**src/rtl/joypad_pkg.sv**
```systemverilog
// joypad_pkg: shared pad layout, SOCD modes and axis helper for joypad_mp
package joypad_pkg;
  localparam int PAD_W = 32;
  typedef enum logic [3:0] {
    BTN_UP = 4'd0, BTN_DOWN = 4'd1, BTN_LEFT = 4'd2, BTN_RIGHT = 4'd3,
    BTN_A = 4'd4, BTN_B = 4'd5, BTN_X = 4'd6, BTN_Y = 4'd7,
    BTN_L1 = 4'd8, BTN_R1 = 4'd9, BTN_L2 = 4'd10, BTN_R2 = 4'd11,
    BTN_L3 = 4'd12, BTN_R3 = 4'd13, BTN_SELECT = 4'd14, BTN_START = 4'd15
  } btn_e;
  typedef enum logic [1:0] {SOCD_PASS = 2'd0, SOCD_NEUTRAL = 2'd1, SOCD_LAST = 2'd2} socd_mode_e;
  typedef enum logic [3:0] {
    PT_NONE = 4'h0, PT_POCKET = 4'h1, PT_GAMEPAD = 4'h2, PT_KEYBOARD = 4'h3, PT_MOUSE = 4'h4
  } pad_type_e;
  function automatic logic [8:0] axis_mag(input logic [7:0] a);
    return (a >= 8'h80) ? {1'b0, a} - 9'h080 : 9'h080 - {1'b0, a};
  endfunction
endpackage

```
**src/rtl/analog2dpad_hyst.sv**
```systemverilog
// analog2dpad_hyst: one analog axis to a {positive,negative} direction pair with deadzone and hysteresis
module analog2dpad_hyst import joypad_pkg::*; #(
  parameter logic [7:0] DEADZONE = 8'h10,
  parameter logic [7:0] HYST     = 8'h04
) (
  input  logic       clk_sys,
  input  logic       reset,
  input  logic [7:0] i_axis,
  output logic [1:0] o_next,
  output logic [1:0] o_dir
);
  localparam logic [8:0] ON  = {1'b0, DEADZONE};
  localparam logic [8:0] OFF = {1'b0, DEADZONE - HYST};
  logic [8:0] w_d;
  logic [1:0] r_dir;
  assign w_d = axis_mag(i_axis);
  assign o_next[0] = (i_axis < 8'h80) & (r_dir[0] ? w_d >= OFF : w_d > ON);
  assign o_next[1] = (i_axis > 8'h80) & (r_dir[1] ? w_d >= OFF : w_d > ON);
  assign o_dir = r_dir;
  // direction state; a sign flip clears the old side because its side test fails
  always_ff @(posedge clk_sys)
    if (reset) r_dir <= 2'b00;
    else r_dir <= o_next;
endmodule

```
**src/rtl/joypad_mp.sv**
```systemverilog
// joypad_mp: multi-pad sync, analog-to-dpad, SOCD resolution, turbo and change strobes
module joypad_mp import joypad_pkg::*; #(
  parameter int          NUM_PADS    = 4,
  parameter int          SYNC_STAGES = 3,
  parameter logic [7:0]  DEADZONE    = 8'h10,
  parameter logic [7:0]  HYST        = 8'h04,
  parameter int          SOCD_MODE   = 0,
  parameter logic [23:0] TURBO_DIV   = 24'd400000
) (
  input  logic                      clk_sys,
  input  logic                      reset,
  input  logic [NUM_PADS*PAD_W-1:0] cont_key,
  input  logic [NUM_PADS*PAD_W-1:0] cont_joy,
  input  logic [NUM_PADS-1:0]       analog_en,
  input  logic [15:0]               turbo_mask,
  output logic [NUM_PADS*16-1:0]    joystick,
  output logic [NUM_PADS*4-1:0]     pad_type,
  output logic [NUM_PADS*PAD_W-1:0] joy_analog,
  output logic [NUM_PADS*4-1:0]     joy_dpad,
  output logic [NUM_PADS-1:0]       key_changed
);
  localparam socd_mode_e MODE = socd_mode_e'(SOCD_MODE);
  logic [SYNC_STAGES-1:0][NUM_PADS*PAD_W-1:0] r_key_s, r_joy_s;
  logic [NUM_PADS*PAD_W-1:0] w_key, w_joy;
  logic [NUM_PADS*12-1:0] w_unused_mid;
  // synchronise raw pad words into clk_sys
  always_ff @(posedge clk_sys)
    if (reset) begin
      r_key_s <= '0;
      r_joy_s <= '0;
    end else begin
      r_key_s <= {r_key_s[SYNC_STAGES-2:0], cont_key};
      r_joy_s <= {r_joy_s[SYNC_STAGES-2:0], cont_joy};
    end
  assign w_key = r_key_s[SYNC_STAGES-1];
  assign w_joy = r_joy_s[SYNC_STAGES-1];
  for (genvar p = 0; p < NUM_PADS; p++) begin : g_pad
    logic [1:0]  w_lx_n, w_ly_n, w_lx_r, w_ly_r;
    logic [15:0] w_btn, w_pre, w_held, w_out;
    logic [3:0]  w_dn, w_merged, w_socd, w_hist_n;
    logic [3:0]  r_prev, r_hist;
    logic [15:0] r_prev_held, r_out;
    logic [23:0] r_cnt, w_cnt_n;
    logic        r_phase, r_chg, w_rise, w_any, w_wrap, w_phase_n;
    analog2dpad_hyst #(.DEADZONE(DEADZONE), .HYST(HYST)) u_lx (
      .clk_sys(clk_sys), .reset(reset), .i_axis(w_joy[p*PAD_W +: 8]),
      .o_next(w_lx_n), .o_dir(w_lx_r));
    analog2dpad_hyst #(.DEADZONE(DEADZONE), .HYST(HYST)) u_ly (
      .clk_sys(clk_sys), .reset(reset), .i_axis(w_joy[p*PAD_W+8 +: 8]),
      .o_next(w_ly_n), .o_dir(w_ly_r));
    assign w_dn = {w_lx_n[1], w_lx_n[0], w_ly_n[1], w_ly_n[0]};
    assign w_btn = w_key[p*PAD_W +: 16];
    assign w_merged = w_btn[3:0] | (analog_en[p] ? w_dn : 4'h0);
    for (genvar k = 0; k < 2; k++) begin : g_pair
      logic [1:0] w_m, w_r;
      assign w_m = w_merged[2*k +: 2];
      assign w_r = w_m & ~r_prev[2*k +: 2];
      assign w_socd[2*k +: 2] = (w_m != 2'b11) ? w_m :
                                (MODE == SOCD_NEUTRAL) ? 2'b00 :
                                (MODE == SOCD_LAST) ? ((w_r == 2'b11) ? 2'b00 : (w_r != 2'b00) ? w_r : r_hist[2*k +: 2]) :
                                2'b11;
      assign w_hist_n[2*k +: 2] = (w_m == 2'b00) ? 2'b00 :
                                  (w_r == 2'b01 || w_r == 2'b10) ? w_r : r_hist[2*k +: 2];
    end
    assign w_pre = {w_btn[15:4], w_socd};
    assign w_held = w_pre & turbo_mask;
    assign w_rise = |(w_held & ~r_prev_held);
    assign w_any = |w_held;
    assign w_wrap = r_cnt == TURBO_DIV - 24'd1;
    assign w_cnt_n = (w_rise || !w_any || w_wrap) ? 24'd0 : r_cnt + 24'd1;
    assign w_phase_n = (w_rise || !w_any) ? 1'b1 : w_wrap ? ~r_phase : r_phase;
    assign w_out = (w_pre & ~turbo_mask) | (w_held & {16{w_phase_n}});
    // processing stage: SOCD history, turbo timing and registered pad outputs
    always_ff @(posedge clk_sys)
      if (reset) begin
        r_prev      <= '0;
        r_hist      <= '0;
        r_prev_held <= '0;
        r_cnt       <= '0;
        r_phase     <= 1'b1;
        r_out       <= '0;
        r_chg       <= 1'b0;
      end else begin
        r_prev      <= w_merged;
        r_hist      <= w_hist_n;
        r_prev_held <= w_held;
        r_cnt       <= w_cnt_n;
        r_phase     <= w_phase_n;
        r_out       <= w_out;
        r_chg       <= w_out != r_out;
      end
    assign joystick[p*16 +: 16] = r_out;
    assign key_changed[p] = r_chg;
    assign joy_dpad[p*4 +: 4] = {w_lx_r[1], w_lx_r[0], w_ly_r[1], w_ly_r[0]};
    assign pad_type[p*4 +: 4] = w_key[p*PAD_W+28 +: 4];
    assign joy_analog[p*PAD_W +: PAD_W] = w_joy[p*PAD_W +: PAD_W];
    assign w_unused_mid[p*12 +: 12] = w_key[p*PAD_W+16 +: 12];
  end
endmodule

```
**config.mk**
```make
export PLATFORM = sky130hd
export DESIGN_NAME = joypad_mp
export DESIGN_NICKNAME = d
export VERILOG_FILES = /design/src/rtl/joypad_pkg.sv /design/src/rtl/analog2dpad_hyst.sv /design/src/rtl/joypad_mp.sv
export SDC_FILE = /design/constraint.sdc
export NUM_CORES = 1
export LEC_CHECK = 0
export ABC_AREA = 0
export BUFFER_PORTS_ARGS = -buffer_cell sky130_fd_sc_hd__buf_2
export CORE_UTILIZATION = 50
export CTS_BUF_LIST = sky130_fd_sc_hd__clkbuf_16
export DETAILED_ROUTE_END_ITERATION = 7
export PLACE_DENSITY = 0.72
export SYNTH_ARGS = -nofsm -noshare
export SYNTH_HDL_FRONTEND = slang
export SYNTH_SLANG_ARGS = --single-unit
```
**constraint.sdc**
```tcl
create_clock -name clk_sys -period 5.3 [get_ports clk_sys]
set_input_delay 0.795 -clock clk_sys [delete_from_list [all_inputs] [get_ports clk_sys]]
set_output_delay 0.795 -clock clk_sys [all_outputs]
set_load 0.02 [all_outputs]
```
Word level (Yosys, flattened, before mapping)
Index checks and enable logic that the tools add are counted.
{"block": "word_totals", "register_bits": 1016, "in_bits": 278, "out_inout_bits": 228}
{"block": "op_classes", "addsub": 20, "n_lt_le_gt_ge": 40, "n_eq_ne": 16, "muxes": 44, "bitwise_logic": 49, "n_reduce_logical": 24}
{"operator": "bitwise AND 16 bit", "count": 16}
{"operator": "OR reduction 16 bit", "count": 8}
{"operator": "adder 24 x 1 -> 24 bit, second input constant", "count": 4}
{"operator": "== test 24 x 19 -> 1 bit, second input constant", "count": 4}
{"operator": "NOT 16 bit", "count": 5}
{"operator": "greater-or-equal comparator 9 x 4 -> 1 bit, second input constant", "count": 8}
{"operator": "> comparator 9 x 5 -> 1 bit, second input constant", "count": 8}
{"operator": "2-to-1 mux 9 bit", "count": 8}
{"operator": "subtractor 8 x 8 -> 9 bit, first input constant", "count": 8}
{"operator": "subtractor 8 x 8 -> 9 bit, second input constant", "count": 8}
{"operator": "greater-or-equal comparator 8 bit, second input constant", "count": 8}
{"operator": "> comparator 8 bit, second input constant", "count": 8}
{"operator": "< comparator 8 bit, second input constant", "count": 8}
{"operator": "inequality test 16 bit", "count": 4}
{"operator": "bitwise OR 16 bit", "count": 4}
{"operator": "2-to-1 mux 1 bit", "count": 24}
{"operator": "bitwise AND 1 bit", "count": 16}
{"operator": "2-to-1 mux 2 bit", "count": 8}
{"operator": "2-to-1 mux 4 bit", "count": 4}
{"operator": "inequality test 2 bit, second input constant", "count": 8}
{"operator": "bitwise OR 4 bit", "count": 4}
{"operator": "logical OR 1 bit", "count": 8}
{"operator": "OR reduction 2 bit", "count": 4}
{"operator": "zero test 1 bit", "count": 4}
{"operator": "NOT 1 bit", "count": 4}

Logic depth before layout (Yosys ltp)
Gate-level depths: netlist of the first run.
{"block": "logic_depth", "depth_word": 17, "ltp_mapped": 13}

Hierarchy
A second synthesis of the first run with hierarchy kept.
{"block": "unflattened", "cells_unflattened": 3072, "hier_area_um2": 31330.0}
{"module": "joypad_mp", "n_inst": 1, "cells_each": 2712, "area_per_inst_um2": 28487.3, "seq_area_each_um2": 17136.4}
{"module": "analog2dpad_hyst", "n_inst": 8, "cells_each": 45, "area_per_inst_um2": 355.3, "seq_area_each_um2": 40.0}

Worst setup path after synthesis of the first run
OpenSTA, ideal clock, no wires.
{"block": "synth_timing", "path_type": "reg2reg", "start": "reg r_joy_s (netlist bit joy_analog[96])", "end": "reg g_pad[3].r_chg", "setup_ns": 0.139, "t_arrival_ns": 3.118, "required_time_ns": 5.161, "setup_slack_ns": 2.043, "stages_incl_launch_ff": 14, "period_less_slack_ns": 3.257, "path_cell_list": "dfxtp_1 > inv_1 > ha_1 > nand2b_1 > a2111oi_0 > o21ai_0 > a211oi_4 > o21ai_2 > a2111oi_2 > and4b_1 > buf_6 > mux2i_1 > a211oi_1 > a41oi_2"}
{"block": "synth_between", "elab_chain_cells": 17, "elab_cells_between_ends": 27, "cone_classes": "2 x add/sub; 5 x order compare; 2 x eq/ne; 6 x mux; 8 x bitwise; 4 x reduce/logical"}
{"element": "start: declaration", "line": "joypad_mp.sv:23", "rtl": "logic [SYNC_STAGES-1:0][NUM_PADS*PAD_W-1:0] r_key_s, r_joy_s;"}
{"element": "start signal: assignment", "line": "joypad_mp.sv:33", "rtl": "r_joy_s <= {r_joy_s[SYNC_STAGES-2:0], cont_joy};"}
{"element": "subtractor 8 x 8 -> 9 bit / greater-or-equal comparator 8 bit (equally long branches)", "line": "joypad_pkg.sv:15", "rtl": "return (a >= 8'h80) ? {1'b0, a} - 9'h080 : 9'h080 - {1'b0, a};"}
{"element": "2-to-1 mux 9 bit", "line": "joypad_pkg.sv:15"}
{"element": "> comparator 9 x 5 -> 1 bit / greater-or-equal comparator 9 x 4 -> 1 bit (equally long branches)", "line": "analog2dpad_hyst.sv:17, analog2dpad_hyst.sv:18"}
{"element": "2-to-1 mux 1 bit, on equally long branches", "line": "analog2dpad_hyst.sv:17, analog2dpad_hyst.sv:18"}
{"element": "bitwise AND 1 bit, on equally long branches", "line": "analog2dpad_hyst.sv:17, analog2dpad_hyst.sv:18"}
{"element": "2-to-1 mux 4 bit (*)", "line": "joypad_mp.sv:53", "rtl": "assign w_merged = w_btn[3:0] | (analog_en[p] ? w_dn : 4'h0);"}
{"element": "bitwise OR 4 bit (*)", "line": "joypad_mp.sv:53"}
{"element": "inequality test 2 bit", "line": "joypad_mp.sv:58", "rtl": "assign w_socd[2*k +: 2] = (w_m != 2'b11) ? w_m :"}
{"element": "2-to-1 mux 2 bit (*)", "line": "joypad_mp.sv:58"}
{"element": "bitwise AND 16 bit", "line": "joypad_mp.sv:66", "rtl": "assign w_held = w_pre & turbo_mask;"}
{"element": "bitwise AND 16 bit / OR reduction 16 bit (equally long branches)", "line": "joypad_mp.sv:67, joypad_mp.sv:68"}
{"element": "OR reduction 16 bit / zero test 1 bit (equally long branches)", "line": "joypad_mp.sv:67, joypad_mp.sv:71"}
{"element": "logical OR 1 bit", "line": "joypad_mp.sv:71", "rtl": "assign w_phase_n = (w_rise || !w_any) ? 1'b1 : w_wrap ? ~r_phase : r_phase;"}
{"element": "2-to-1 mux 1 bit", "line": "joypad_mp.sv:71"}
{"element": "bitwise AND 16 bit", "line": "joypad_mp.sv:72", "rtl": "assign w_out = (w_pre & ~turbo_mask) | (w_held & {16{w_phase_n}});"}
{"element": "bitwise OR 16 bit (*)", "line": "joypad_mp.sv:72"}
{"element": "inequality test 16 bit (*)", "line": "joypad_mp.sv:90", "rtl": "r_chg <= w_out != r_out;"}
{"element": "end signal: assignment", "line": "joypad_mp.sv:90"}
{"element": "end: declaration", "line": "joypad_mp.sv:44", "rtl": "logic r_phase, r_chg, w_rise, w_any, w_wrap, w_phase_n;"}
Mark *: on every way between the ends. The rest lies on a longest branch, timed or not.
A chain may end at the register's enable or synchronous reset.

Worst setup path in the final report of the first run
Ends and elaborated chain as after synthesis.

==> key figures, run 1 <==
Status
  – Run status: finished, final reports clean

Final layout
  – Commonest non-fill, non-tap cell in the layout: dfxtp_1
  – Layout cell share with drive strength beyond 1: 17.8%
  – Reg area: 17500 um^2
  – Final Non-Filler Cells: 4328
  – Area growth, synth to finish: 14.1%
  – Final nets: 3713
  – Multi-input gate area: 11600 um^2
  – Commonest non-fill, non-tap cells in the layout: 872 x dfxtp_1, 660 x nor2b_1, 456 x buf_2
  – Fill count: 5346

Worst setup path
  – Critical Path AT: 4.73 ns
  – Max stage delay cell, worst path: a2111oi_0
  – Worst r2r dst: g_pad[3].r_chg
  – Critical path, cell by cell: inv_1, ha_1, nand2b_1, a2111oi_0, o21ai_0, a211oi_4, o21ai_2, a2111oi_2, and4b_1, mux2i_1, a211oi_1, a41oi_2
  – R2r setup slk: 1.04 ns
  – FF-to-FF path depth: 12
  – Path type of the worst setup path: flip-flop to flip-flop
  – Req. time, crit path: 5.77 ns
  – Crit Path Max Fanout: 19
  – Worst r2r src: joy_analog[96]
  – Critical path capture point type: flip-flop
  – CP startpoint kind: flip-flop
  – Slowest stage delay, CP: 0.60 ns

Placed design
  – Placed cells: 4170
  – Setup Slack @ Placement: 1.02 ns
  – Dpl hpwl: 48700 um
  – Port Buffers: 457
  – Gp weighted congestion: 0.898

Global route
  – Total grt overflow: 0
  – Gr usage total: 21.1%
  – Vias in the first global route: 19700
  – Initial antenna violation count: 12
  – First-pass GRT wire length: 106000 um
  – Maximum number of pins on one net before global-route repair: 204

Synthesis
  – Post-Syn Area: 31200 um^2
  – YS warnings: 0
  – Register area share after synthesis: 56.0%
  – Post-synth EDFFs: 0
  – Syn Inst Count: 3154
  – Asr flop ratio synth: 0%
  – Mean Syn Cell Area: 9.88 um^2
  – Distinct cells, synth: 91
  – Predominant post-synthesis flop cell: dfxtp_1
  – Post-synth net total: 3446
  – Seq cells post-synth: 872

Clock network
  – Post-CTS resize count: 0
  – H-tree depth: 3
  – Clk_lat worst skew: 0.62 ns
  – Clock sink total: 872
  – Hold bufs inserted after CTS: 0
  – Worst-path clk slew: 0.06 ns
  – Post-CTS Setup Bufs: 0
  – CTS Buf Count: 86
  – Clock Tree Root: clkbuf_16
  – CTS Buffer Depth: 3
  – CTS tree: yes

Drt
  – Final wirelength: 69300 um
  – DR vias: 21400
  – Initial DRC count: 1166
  – Detail Route Antenna Nets: 0
  – Per-cell routed wire length: 16.0 um
  – DRT Pass-1 Iters: 6
  – Detailed-route DRC error count: 0
  – Vias/cell: 4.94

Floorplan
  – Core ar.: 61600 um^2
  – Initial Util: 50.6%
  – Chip width: 252 um
  – Rows: 91
  – Die height: 252 um
  – Die area: 63300 um^2
  – I/O pins: 506

Job
  – Max-Cap Viols: 0

Timing
  – Period Utilization, post-route: 80.3%
  – Count of pins over their slew limit: 0
  – Final hold violation count: 0
  – RSZ-0062 raised after global routing: false
  – Clk_skew: 0.0237 ns
  – Setup TNS: 0 ns
  – Final worst slack: 1.04 ns
  – Worst slew pin tran: 1.03 ns
  – Worst slew margin: 31.0%
  – Post-layout min period: 4.26 ns
  – Finish-stage setup viols: 0
  – Fmax: 0.235 GHz

Hold path
  – Hold Path Class: input pin to flip-flop
  – Hold Path Sink: r_joy_s[33]
  – HP Start: cont_joy[33]
  – Hold Crit Depth: 2

Pwr
  – PD cells: 372 nW/um^2
  – Worst VDD drop: 0.281 mV
  – Pwr Total: 13200 uW
  – Leak pwr: 0.0146 uW
## per-stage QoR
step           hold slack (ns)  instance area (um^2)  util (%)
4_1_cts                  0.339                 35500      57.7
6_report                 0.376                 35500      57.7
5_1_grt                  0.358                 35500      57.7
3_5_place_dp             0.420                 33000      53.5
3_3_place_gp             0.415                 33000      53.5
2_1_floorplan            0.414                 31200         -
## routing by layer
metal / wire length (um) / GRT usage (%)
met5: 38 / 0
met1: 29100 / 25.4
met4: 1960 / 8.57
met2: 33300 / 35.7
met3: 4960 / 5.48
## final cells by class
type,instances,area share [%]
Antenna cell,8,0.0563
Multi-Input combinational cell,1894,32.8
Clock buffer,87,6.13
Timing Repair Buffer,471,6.90
Tap cell,837,2.95
Inverter,96,1.01
Sequential cell,872,49.1
Clock inverter,63,1.06
## worst max-delay path, delay by kind of cell (launching register included)
kind            cells  cell delay, ns
compound gates      7            2.36
fa+ha+maj           1            0.28
buf+inv             1            0.07
flops               1            0.43
mux                 1            0.26
simple gates        2            0.72
## flip-flops by register name, indices dropped and copies added, names as in the netlist
register and count:
r_key_s 160, g_pad.r_phase 4, g_pad.r_chg 4, g_pad.r_cnt 96, g_pad.u_ly.o_dir 8, g_pad.r_out 64, r_joy_s 256, w_key 80
g_pad.u_lx.o_dir 8, joy_analog 128, g_pad.r_prev_held 64
## power by group
group	internal, uW	leakage [uW]	total (uW)	switching (uW)
Combinational	348	0.00621	830	482
Clock	3070	0.00129	5530	2460
Sequential	6780	0.00714	6870	93.1
Total	10200	0.0146	13200	3040
## how the worst max path moves through the flow
| stage | startpoint | to | cells past startpoint |
|---|---|---|---|
| floorplan | joy_analog[96] | g_pad[3].r_chg | 13 |
| global placement | joy_analog[96] | g_pad[3].r_chg | 12 |
| detailed placement | joy_analog[96] | g_pad[3].r_chg | 12 |
| CTS | joy_analog[96] | g_pad[3].r_chg | 12 |
| global route | joy_analog[97] | g_pad[3].r_chg | 12 |
| finish | joy_analog[96] | g_pad[3].r_chg | 12 |
## synth_stat cells (21+ instances only)
| cell type | instances | area [um^2] |
|---|---|---|
| o22ai_1 | 60 | 375 |
| nand2b_1 | 71 | 444 |
| o21ai_0 | 21 | 105 |
| nand3_1 | 46 | 230 |
| buf_4 | 148 | 1110 |
| nand2_1 | 161 | 604 |
| xnor2_1 | 51 | 447 |
| and3_1 | 26 | 163 |
| a21oi_1 | 65 | 325 |
| a211oi_1 | 23 | 173 |
| dfxtp_1 | 872 | 17500 |
| inv_1 | 95 | 357 |
| nand4_1 | 45 | 282 |
| a22oi_1 | 22 | 165 |
| xor2_1 | 59 | 517 |
| nor2_1 | 245 | 920 |
| nor4_1 | 29 | 181 |
| clkbuf_1 | 133 | 499 |
| nor2b_1 | 660 | 4130 |
| nor3_1 | 30 | 150 |
## cell families after synthesis
kind of cell	after synthesis	share of synthesized area (%)
and+or+nand+nor	1424	25.7
DFF	872	56.0
buffers and inverters	388	6.57
AOI/OAI and AO/OA	337	7.76
xor gates and xnor gates	110	3.09
adders and majority gates	14	0.562
muxes	9	0.297
(Power assumes the default switching activity.)
==> run 2, diff against run 1 <==
==> constraint.sdc (replaced) <==
create_clock -name clk_sys -period 4.3 [get_ports clk_sys]
set_input_delay 0.645 -clock clk_sys [delete_from_list [all_inputs] [get_ports clk_sys]]
set_output_delay 0.645 -clock clk_sys [all_outputs]
set_load 0.02 [all_outputs]
==> run 2 against run 1 <==
  * Via count increased by 0.74%
  * Clock skew is essentially flat
  * Combinational power increased by 25%
  * Final area grew 0.95%
  * Sequential share of layout area decreased by 0.46 points
  * Critical path depth unchanged
  * Non-clock buffer count up 16
  * Clock power rose by 32%
  * Cell count rose by 0.51%
  * Global-route usage increased by 0.40 points
==> key figures, run 2 (synthesized netlist as in run 1, its figures left out) <==
Pwr
  – Sequential share of power: 50.3% (-1.6 points)
  – Cell-internal power: 13000 uW (+27%)
  – Switching power: 3840 uW (+27%)
  – PD cells: 469 nW/um^2 (+26%)
  – Worst VDD drop: 0.371 mV (+32%)
  – Clock network fraction of total power: 43.5% (+1.7 points)
  – Leak pwr: 0.0149 uW (+1.5%)
  – Switching Fraction: 22.8% (-0.11 points)
  – Pwr Total: 16800 uW (+27%)
  – Comb pwr share: 6.2% (about the same)

Floorplan
  – Initial Util: 50.6% (unchanged)
  – Die area: 63300 um^2 (unchanged)
  – I/O pins: 506 (unchanged)
  – Core ar.: 61600 um^2 (unchanged)
  – Chip width: 252 um (unchanged)
  – Die height: 252 um (unchanged)
  – Rows: 91 (unchanged)

Worst setup path
  – Req. time, crit path: 4.78 ns (-0.99 ns)
  – Buf+Inv Stages, Crit Path: 1 (unchanged)
  – Path type of the worst setup path: flip-flop to flip-flop
  – R2r setup slk: 0.49 ns (-0.56 ns)
  – CP startpoint kind: flip-flop
  – Crit path max-delay family: compound AO/OA/AOI/OAI gates
  – Critical path capture point type: flip-flop
  – Critical Path AT: 4.29 ns (-0.44 ns)
  – Crit Path Max Fanout: 9 (-10)
  – Critical path, cell by cell: inv_1, ha_1, nand2b_1, a2111oi_0, o21ai_0, a211oi_4, o21ai_2, a2111oi_2, and4b_1, mux2i_1, a211oi_1, a41oi_2
  – Slowest stage delay, CP: 0.57 ns (-0.03 ns)
  – Max stage delay cell, worst path: a2111oi_0

Clock network
  – CTS Buffer Depth: 3 (unchanged)
  – CTS tree: yes
  – Clock Tree Root: clkbuf_16
  – CTS Buf Count: 87 (+1.2%)
  – Clock sink total: 872 (unchanged)
  – Hold bufs inserted after CTS: 0 (unchanged)
  – H-tree depth: 3 (unchanged)
  – Post-CTS Setup Bufs: 0 (unchanged)
  – Post-CTS resize count: 0 (unchanged)
  – Worst-path clk slew: 0.06 ns (about the same)
  – Clk_lat worst skew: 0.62 ns (about the same)

Timing
  – RSZ-0062 raised after global routing: false
  – WHS: 0.221 ns (-0.155 ns)
  – Post-layout min period: 3.81 ns (-0.442 ns)
  – Setup TNS: 0 ns (unchanged)
  – Worst slew pin tran: 0.904 ns (-0.128 ns)
  – Final worst slack: 0.486 ns (-0.558 ns)
  – Clk_skew: 0.0235 ns (-0.000169 ns)
  – Fmax: 0.262 GHz (+12%)
  – Count of pins over their slew limit: 0 (unchanged)
  – Worst slew margin: 39.7% (+8.8 points)
  – Finish-stage setup viols: 0 (unchanged)
  – Period Utilization, post-route: 88.7% (+8.4 points)
  – Final hold violation count: 0 (unchanged)

Global route
  – Grt met1 use: 25.6% (+0.28 points)
  – Gr usage total: 21.5% (+0.40 points)
  – Grt met2 use: 36.6% (+0.87 points)
  – Maximum number of pins on one net before global-route repair: 210 (+2.9%)
  – Vias in the first global route: 20300 (+3.1%)
  – Total grt overflow: 0 (unchanged)
  – Met3 usage: 6.18% (+0.70 points)
  – First-pass GRT wire length: 108000 um (+2.1%)
  – Initial antenna violation count: 11 (-1)
  – Global routing's busiest layer: met2

Final layout
  – Area growth, synth to finish: 15.2%
  – Fill count: 5318 (-0.52%)
  – Largest register FFs: 256 (unchanged)
  – Final nets: 3730 (+0.46%)
  – Layout cell share with drive strength beyond 1: 18.5% (+0.72 points)
  – Commonest non-fill, non-tap cells in the layout: 872 x dfxtp_1, 660 x nor2b_1, 456 x buf_2
  – Commonest non-fill, non-tap cell in the layout: dfxtp_1
  – Register with the most flip-flops: r_joy_s
  – Post-route core utilization: 58.2% (+0.55 points)

Drt
  – Detail Route Antenna Nets: 0 (unchanged)
  – Initial DRC count: 1248 (+7.0%)
  – Final wirelength: 70000 um (+0.92%)
  – Per-cell routed wire length: 16.1 um (+0.41%)
  – Vias/cell: 4.96 (+0.23%)
  – DR vias: 21600 (+0.74%)
  – Detailed-route DRC error count: 0 (unchanged)
  – DRT Pass-1 Iters: 5 (-1)

Placed design
  – Gp weighted congestion: 0.911 (+1.5%)
  – Setup Slack @ Placement: 0.519 ns (-0.503 ns)
  – Port Buffers: 457 (unchanged)
  – Dpl hpwl: 50000 um (+2.6%)

Status
  – Run status: finished, final reports clean

Job
  – Max-Cap Viols: 0 (unchanged)

Hold path
  – Hold Path Class: input pin to flip-flop
## run 2: power groups by stage
| stage | Sequential (uW) | Clock, uW | Combinational (uW) |
|---|---|---|---|
| final | 8470 | 7320 | 1040 |
| after floorplan | 8620 | 0 | 725 |
| after CTS | 8470 | 7500 | 1040 |
| after global placement | 8640 | 0 | 1030 |
| after global routing | 8490 | 7840 | 1140 |
| after detailed placement | 8640 | 0 | 1040 |
## run 2: per-layer routing
| layer | wire [um] | vias up |
|---|---|---|
| met4 | 2060 | 16 |
| li1 | - | 10800 |
| met1 | 29100 | 9920 |
| met3 | 5120 | 177 |
| met5 | 105 | - |
| met2 | 33600 | 602 |
## run 2: through the flow
step,cells,area (um^2)
global route,4349,35900
finish,4350,35900
CTS,4346,35900
detailed placement,4186,33100
global placement,4186,33100
floorplan,3154,31200
## run 2: worst reg2reg max path, stage by stage (launching register included)
cell	delay (ns)
dfxtp_1	0.42
inv_1	0.07
ha_1	0.27
nand2b_1	0.17
a2111oi_0	0.57
o21ai_0	0.31
a211oi_4	0.33
o21ai_2	0.13
a2111oi_2	0.38
and4b_1	0.37
mux2i_1	0.18
a211oi_1	0.33
a41oi_2	0.15
## run 2: worst paths after layout
path | start | to | depth (start not counted)
max | joy_analog[97] | g_pad[3].r_chg | 12
min | cont_key[125] | r_key_s[125] | 2
max reg2reg | joy_analog[97] | g_pad[3].r_chg | 12
min reg2reg | r_joy_s[193] | joy_analog[65] | 1
## run 2: layout make-up
cell class / instances / area (um^2) / share of cell area [%]
timing repair buffer: 487 / 2570 / 7.17
inverter: 96 / 360 / 1.00
clock buffer: 87 / 2180 / 6.07
clock inverter: 73 / 603 / 1.68
multi-input combinational: 1894 / 11600 / 32.5
antenna: 4 / 10.0 / 0.0279
tap: 837 / 1050 / 2.92
sequential: 872 / 17500 / 48.7
==> run 3, diff against run 2 <==
--- a/config.mk
+++ b/config.mk
@@ -13,4 +13,5 @@
 export PLACE_DENSITY = 0.72
 export SYNTH_ARGS = -nofsm -noshare
 export SYNTH_HDL_FRONTEND = slang
+export SYNTH_HIERARCHICAL = 1
 export SYNTH_SLANG_ARGS = --single-unit
==> run 3 against run 2 <==
  * Global-route usage is 0.83 points higher
  * Critical path type unchanged
  * Largest cell class unchanged
  * Clock power about the same
  * Final area increased by 1.5%
  * Setup slack got worse by 0.35 ns
==> key figures, run 3 <==
Synthesis
  – Top cells by count, synth: 872 x dfxtp_1, 661 x nor2b_1, 190 x nor2_1, 148 x buf_4, 144 x nand2_1
  – Predominant post-synthesis flop cell: dfxtp_1
  – Top cells by area, synth: dfxtp_1 56%, nor2b_1 13%, buf_4 3.5%, nor2_1 2.3%, xor2_1 1.9%
  – YS warnings: 6 (+6)
  – Syn Inst Count: 3072 (-2.6%)
  – Most common cell in the netlist: dfxtp_1
  – Mean Syn Cell Area: 10.2 um^2 (+3.2%)
  – Area leader, netlist: dfxtp_1
  – Post-Syn Area: 31300 um^2 (+0.56%)
  – Register area share after synthesis: 55.7% (-0.31 points)
  – Share of the synthesized area in the top cell type: 55.7% (-0.31 points)
  – Post-synth net total: 3370 (-2.2%)
  – Seq cells post-synth: 872 (unchanged)
  – Post-synth EDFFs: 0 (unchanged)
  – Asr flop ratio synth: 0% (unchanged)
  – Distinct cells, synth: 74 (-19%)

Floorplan
  – Initial Util: 50.7% (+0.097 points)
  – Core ar.: 61800 um^2 (+0.37%)
  – Die area: 63700 um^2 (+0.56%)
  – Chip width: 252 um (+0.28%)
  – Die height: 252 um (+0.28%)
  – Rows: 91 (unchanged)
  – I/O pins: 506 (unchanged)

Clock network
  – CTS Buf Count: 86 (-1.1%)
  – CTS tree: yes
  – CTS Buffer Depth: 3 (unchanged)
  – H-tree depth: 3 (unchanged)
  – Clock Tree Root: clkbuf_16
  – Clk_lat worst skew: 0.63 ns (about the same)
  – Worst-path clk slew: 0.06 ns (about the same)
  – Clock sink total: 872 (unchanged)

Pwr
  – Switching power: 3850 uW (+0.27%)
  – Cell-internal power: 13000 uW (about the same)
  – Leak pwr: 0.0149 uW (+0.36%)
  – Pwr Total: 16800 uW (+0.12%)
  – Worst VDD drop: 0.320 mV (-14%)
  – Switching Fraction: 22.9% (+0.033 points)
  – Clock network fraction of total power: 43.3% (-0.2 points)
  – Sequential share of power: 50.3% (about the same)
  – PD cells: 463 nW/um^2 (-1.3%)
  – Comb pwr share: 6.4% (+0.2 points)

Global route
  – Initial antenna violation count: 21 (+10)
  – Gr usage total: 22.3% (+0.83 points)
  – Total grt overflow: 0 (unchanged)
  – First-pass GRT wire length: 111000 um (+3.3%)
  – Maximum number of pins on one net before global-route repair: 150 (-29%)
  – Vias in the first global route: 20000 (-1.6%)

Timing
  – Fmax: 0.240 GHz (-8.4%)
  – Worst slew pin tran: 0.915 ns (+0.0112 ns)
  – Count of pins over their slew limit: 0 (unchanged)
  – Finish-stage setup viols: 0 (unchanged)
  – RSZ-0062 raised after global routing: true
  – Period Utilization, post-route: 96.8% (+8.1 points)
  – Final hold violation count: 0 (unchanged)
  – Clk_skew: 0.0242 ns (+0.000668 ns)
  – Setup TNS: 0 ns (unchanged)
  – Post-layout min period: 4.16 ns (+0.350 ns)
  – Final worst slack: 0.135 ns (-0.350 ns)
  – Worst slew margin: 39.0% (-0.75 points)

Worst setup path
  – Most frequent cell on the critical path: buf_4
  – Critical path capture point type: flip-flop
  – Critical Path AT: 4.64 ns (+0.35 ns)
  – Path type of the worst setup path: flip-flop to flip-flop
  – Critical path, cell by cell: buf_4, or4_4, o211ai_1, a31oi_1, a21oi_1, buf_4, nor2_1, nor4_2, buf_4, nand4_1, and3_2, or3_1, a211oi_1, buf_4, a41oi_1
  – Crit Path Max Fanout: 7 (-2)
  – Req. time, crit path: 4.77 ns (about the same)
  – Max stage delay cell, worst path: or4_4
  – R2r setup slk: 0.14 ns (-0.35 ns)
  – Slowest stage delay, CP: 0.54 ns (-0.03 ns)
  – CP startpoint kind: flip-flop

Drt
  – Per-cell routed wire length: 16.7 um (+4.0%)
  – Final wirelength: 72200 um (+3.2%)
  – DRT Pass-1 Iters: 5 (unchanged)
  – Initial DRC count: 1183 (-5.2%)
  – Detailed-route DRC error count: 0 (unchanged)
  – Vias/cell: 4.93 (-0.56%)
  – DR vias: 21300 (-1.3%)
  – Detail Route Antenna Nets: 0 (unchanged)

Final layout
  – Commonest non-fill, non-tap cell in the layout: dfxtp_1
  – Largest register FFs: 256 (unchanged)
  – Final instance area: 36400 um^2 (+1.5%)
  – Area growth, synth to finish: 16.2%
  – Layout cell share with drive strength beyond 1: 22.6% (+4.1 points)
  – Commonest non-fill, non-tap cells in the layout: 872 x dfxtp_1, 661 x nor2b_1, 456 x buf_2
  – Final nets: 3702 (-0.75%)
  – Final Non-Filler Cells: 4316 (-0.78%)
  – Register with the most flip-flops: r_joy_s
  – Fill count: 5289 (-0.55%)

Placed design
  – Setup Slack @ Placement: -0.126 ns (-0.645 ns)
  – Placed cells: 4151 (-0.84%)
  – Post-place instance area: 33500 um^2 (+1.2%)
  – Dpl hpwl: 52300 um (+4.6%)
  – Gp weighted congestion: 0.964 (+5.9%)
  – Port Buffers: 457 (unchanged)

Job
  – Max-Cap Viols: 0 (unchanged)

Hold path
  – Hold Path Class: input pin to flip-flop

Status
  – Run status: finished, final reports clean
[run 3: cell families (layout without fill, tap and decap cells)]
group                      Yosys count  after routing  share of synthesized area (%)
xor gates and xnor gates           111            111                           3.10
other                                0             10                              0
DFF                                872            872                           55.7
and+or+nand+nor                   1393           1393                           26.3
muxes                                2              2                         0.0639
buffers and inverters              360            757                           6.49
adders and majority gates           20             20                          0.799
AOI/OAI and AO/OA                  314            314                           7.50
[run 3: final timing paths]
check,startpoint,depth (start not counted),end
setup / recovery,joy_analog[96],15,g_pad[3].r_chg
hold / removal,cont_joy[103],2,r_joy_s[103]
setup reg to reg,joy_analog[96],15,g_pad[3].r_chg
hold reg to reg,r_key_s[47],1,r_key_s[175]
[run 3: worst max-delay path, delay by kind of cell, from the launching register on]
| family | cells | cell delay, ns |
|---|---|---|
| AOI/OAI and AO/OA | 5 | 1.22 |
| buffers and inverters | 4 | 0.71 |
| and+or+nand+nor | 6 | 1.75 |
| DFF | 1 | 0.31 |
[run 3: final cells by class]
cell class | instances | area (um^2) | share of cell area [%]
flip-flops and latches | 872 | 17500 | 48.0
multi-input cells | 1840 | 11900 | 32.8
clock buffers | 87 | 2180 | 5.98
repair buffers | 519 | 2850 | 7.84
inverters | 85 | 319 | 0.876
diodes | 10 | 25.0 | 0.0687
well taps | 837 | 1050 | 2.88
clock inverters | 66 | 584 | 1.61
[run 3: power by group through the flow]
stage               registers (uW)  clock network, uW  logic, uW
floorplan                     8630                  0        736
global placement              8640                  0       1060
detailed placement            8640                  0       1070
CTS                           8470               7460       1080
global route                  8490               7790       1180
finish                        8470               7300       1090
[run 3: metal layers]
| layer | vias to the layer above | share of wire, % | routed length [um] | GRT usage, % |
|---|---|---|---|---|
| met5 | - | 0.18 | 128 | 0 |
| met4 | 22 | 3.3 | 2390 | 8.66 |
| met3 | 166 | 7.6 | 5510 | 5.98 |
| met2 | 651 | 47 | 33700 | 36.6 |
| met1 | 9755 | 42 | 30500 | 27.9 |
| li1 | 10700 | - | - | - |
[run 3: per-stage QoR]
| step | util [%] | hold slack (ns) |
|---|---|---|
| floorplan | - | 0.413 |
| global placement | 54.2 | 0.416 |
| detailed placement | 54.2 | 0.420 |
| CTS | 58.7 | 0.183 |
| global route | 58.9 | 0.192 |
| finish | 58.9 | 0.221 |
[run 3: what timing repair did]
| item | in CTS | in global routing |
|---|---|---|
| buffers inserted | 0 | 2 |
| endpoints found under the setup margin | 3 | 29 |
| pin swaps | 0 | 3 |
| hold buffers | 0 | 0 |
| gates resized for setup | 7 | 13 |
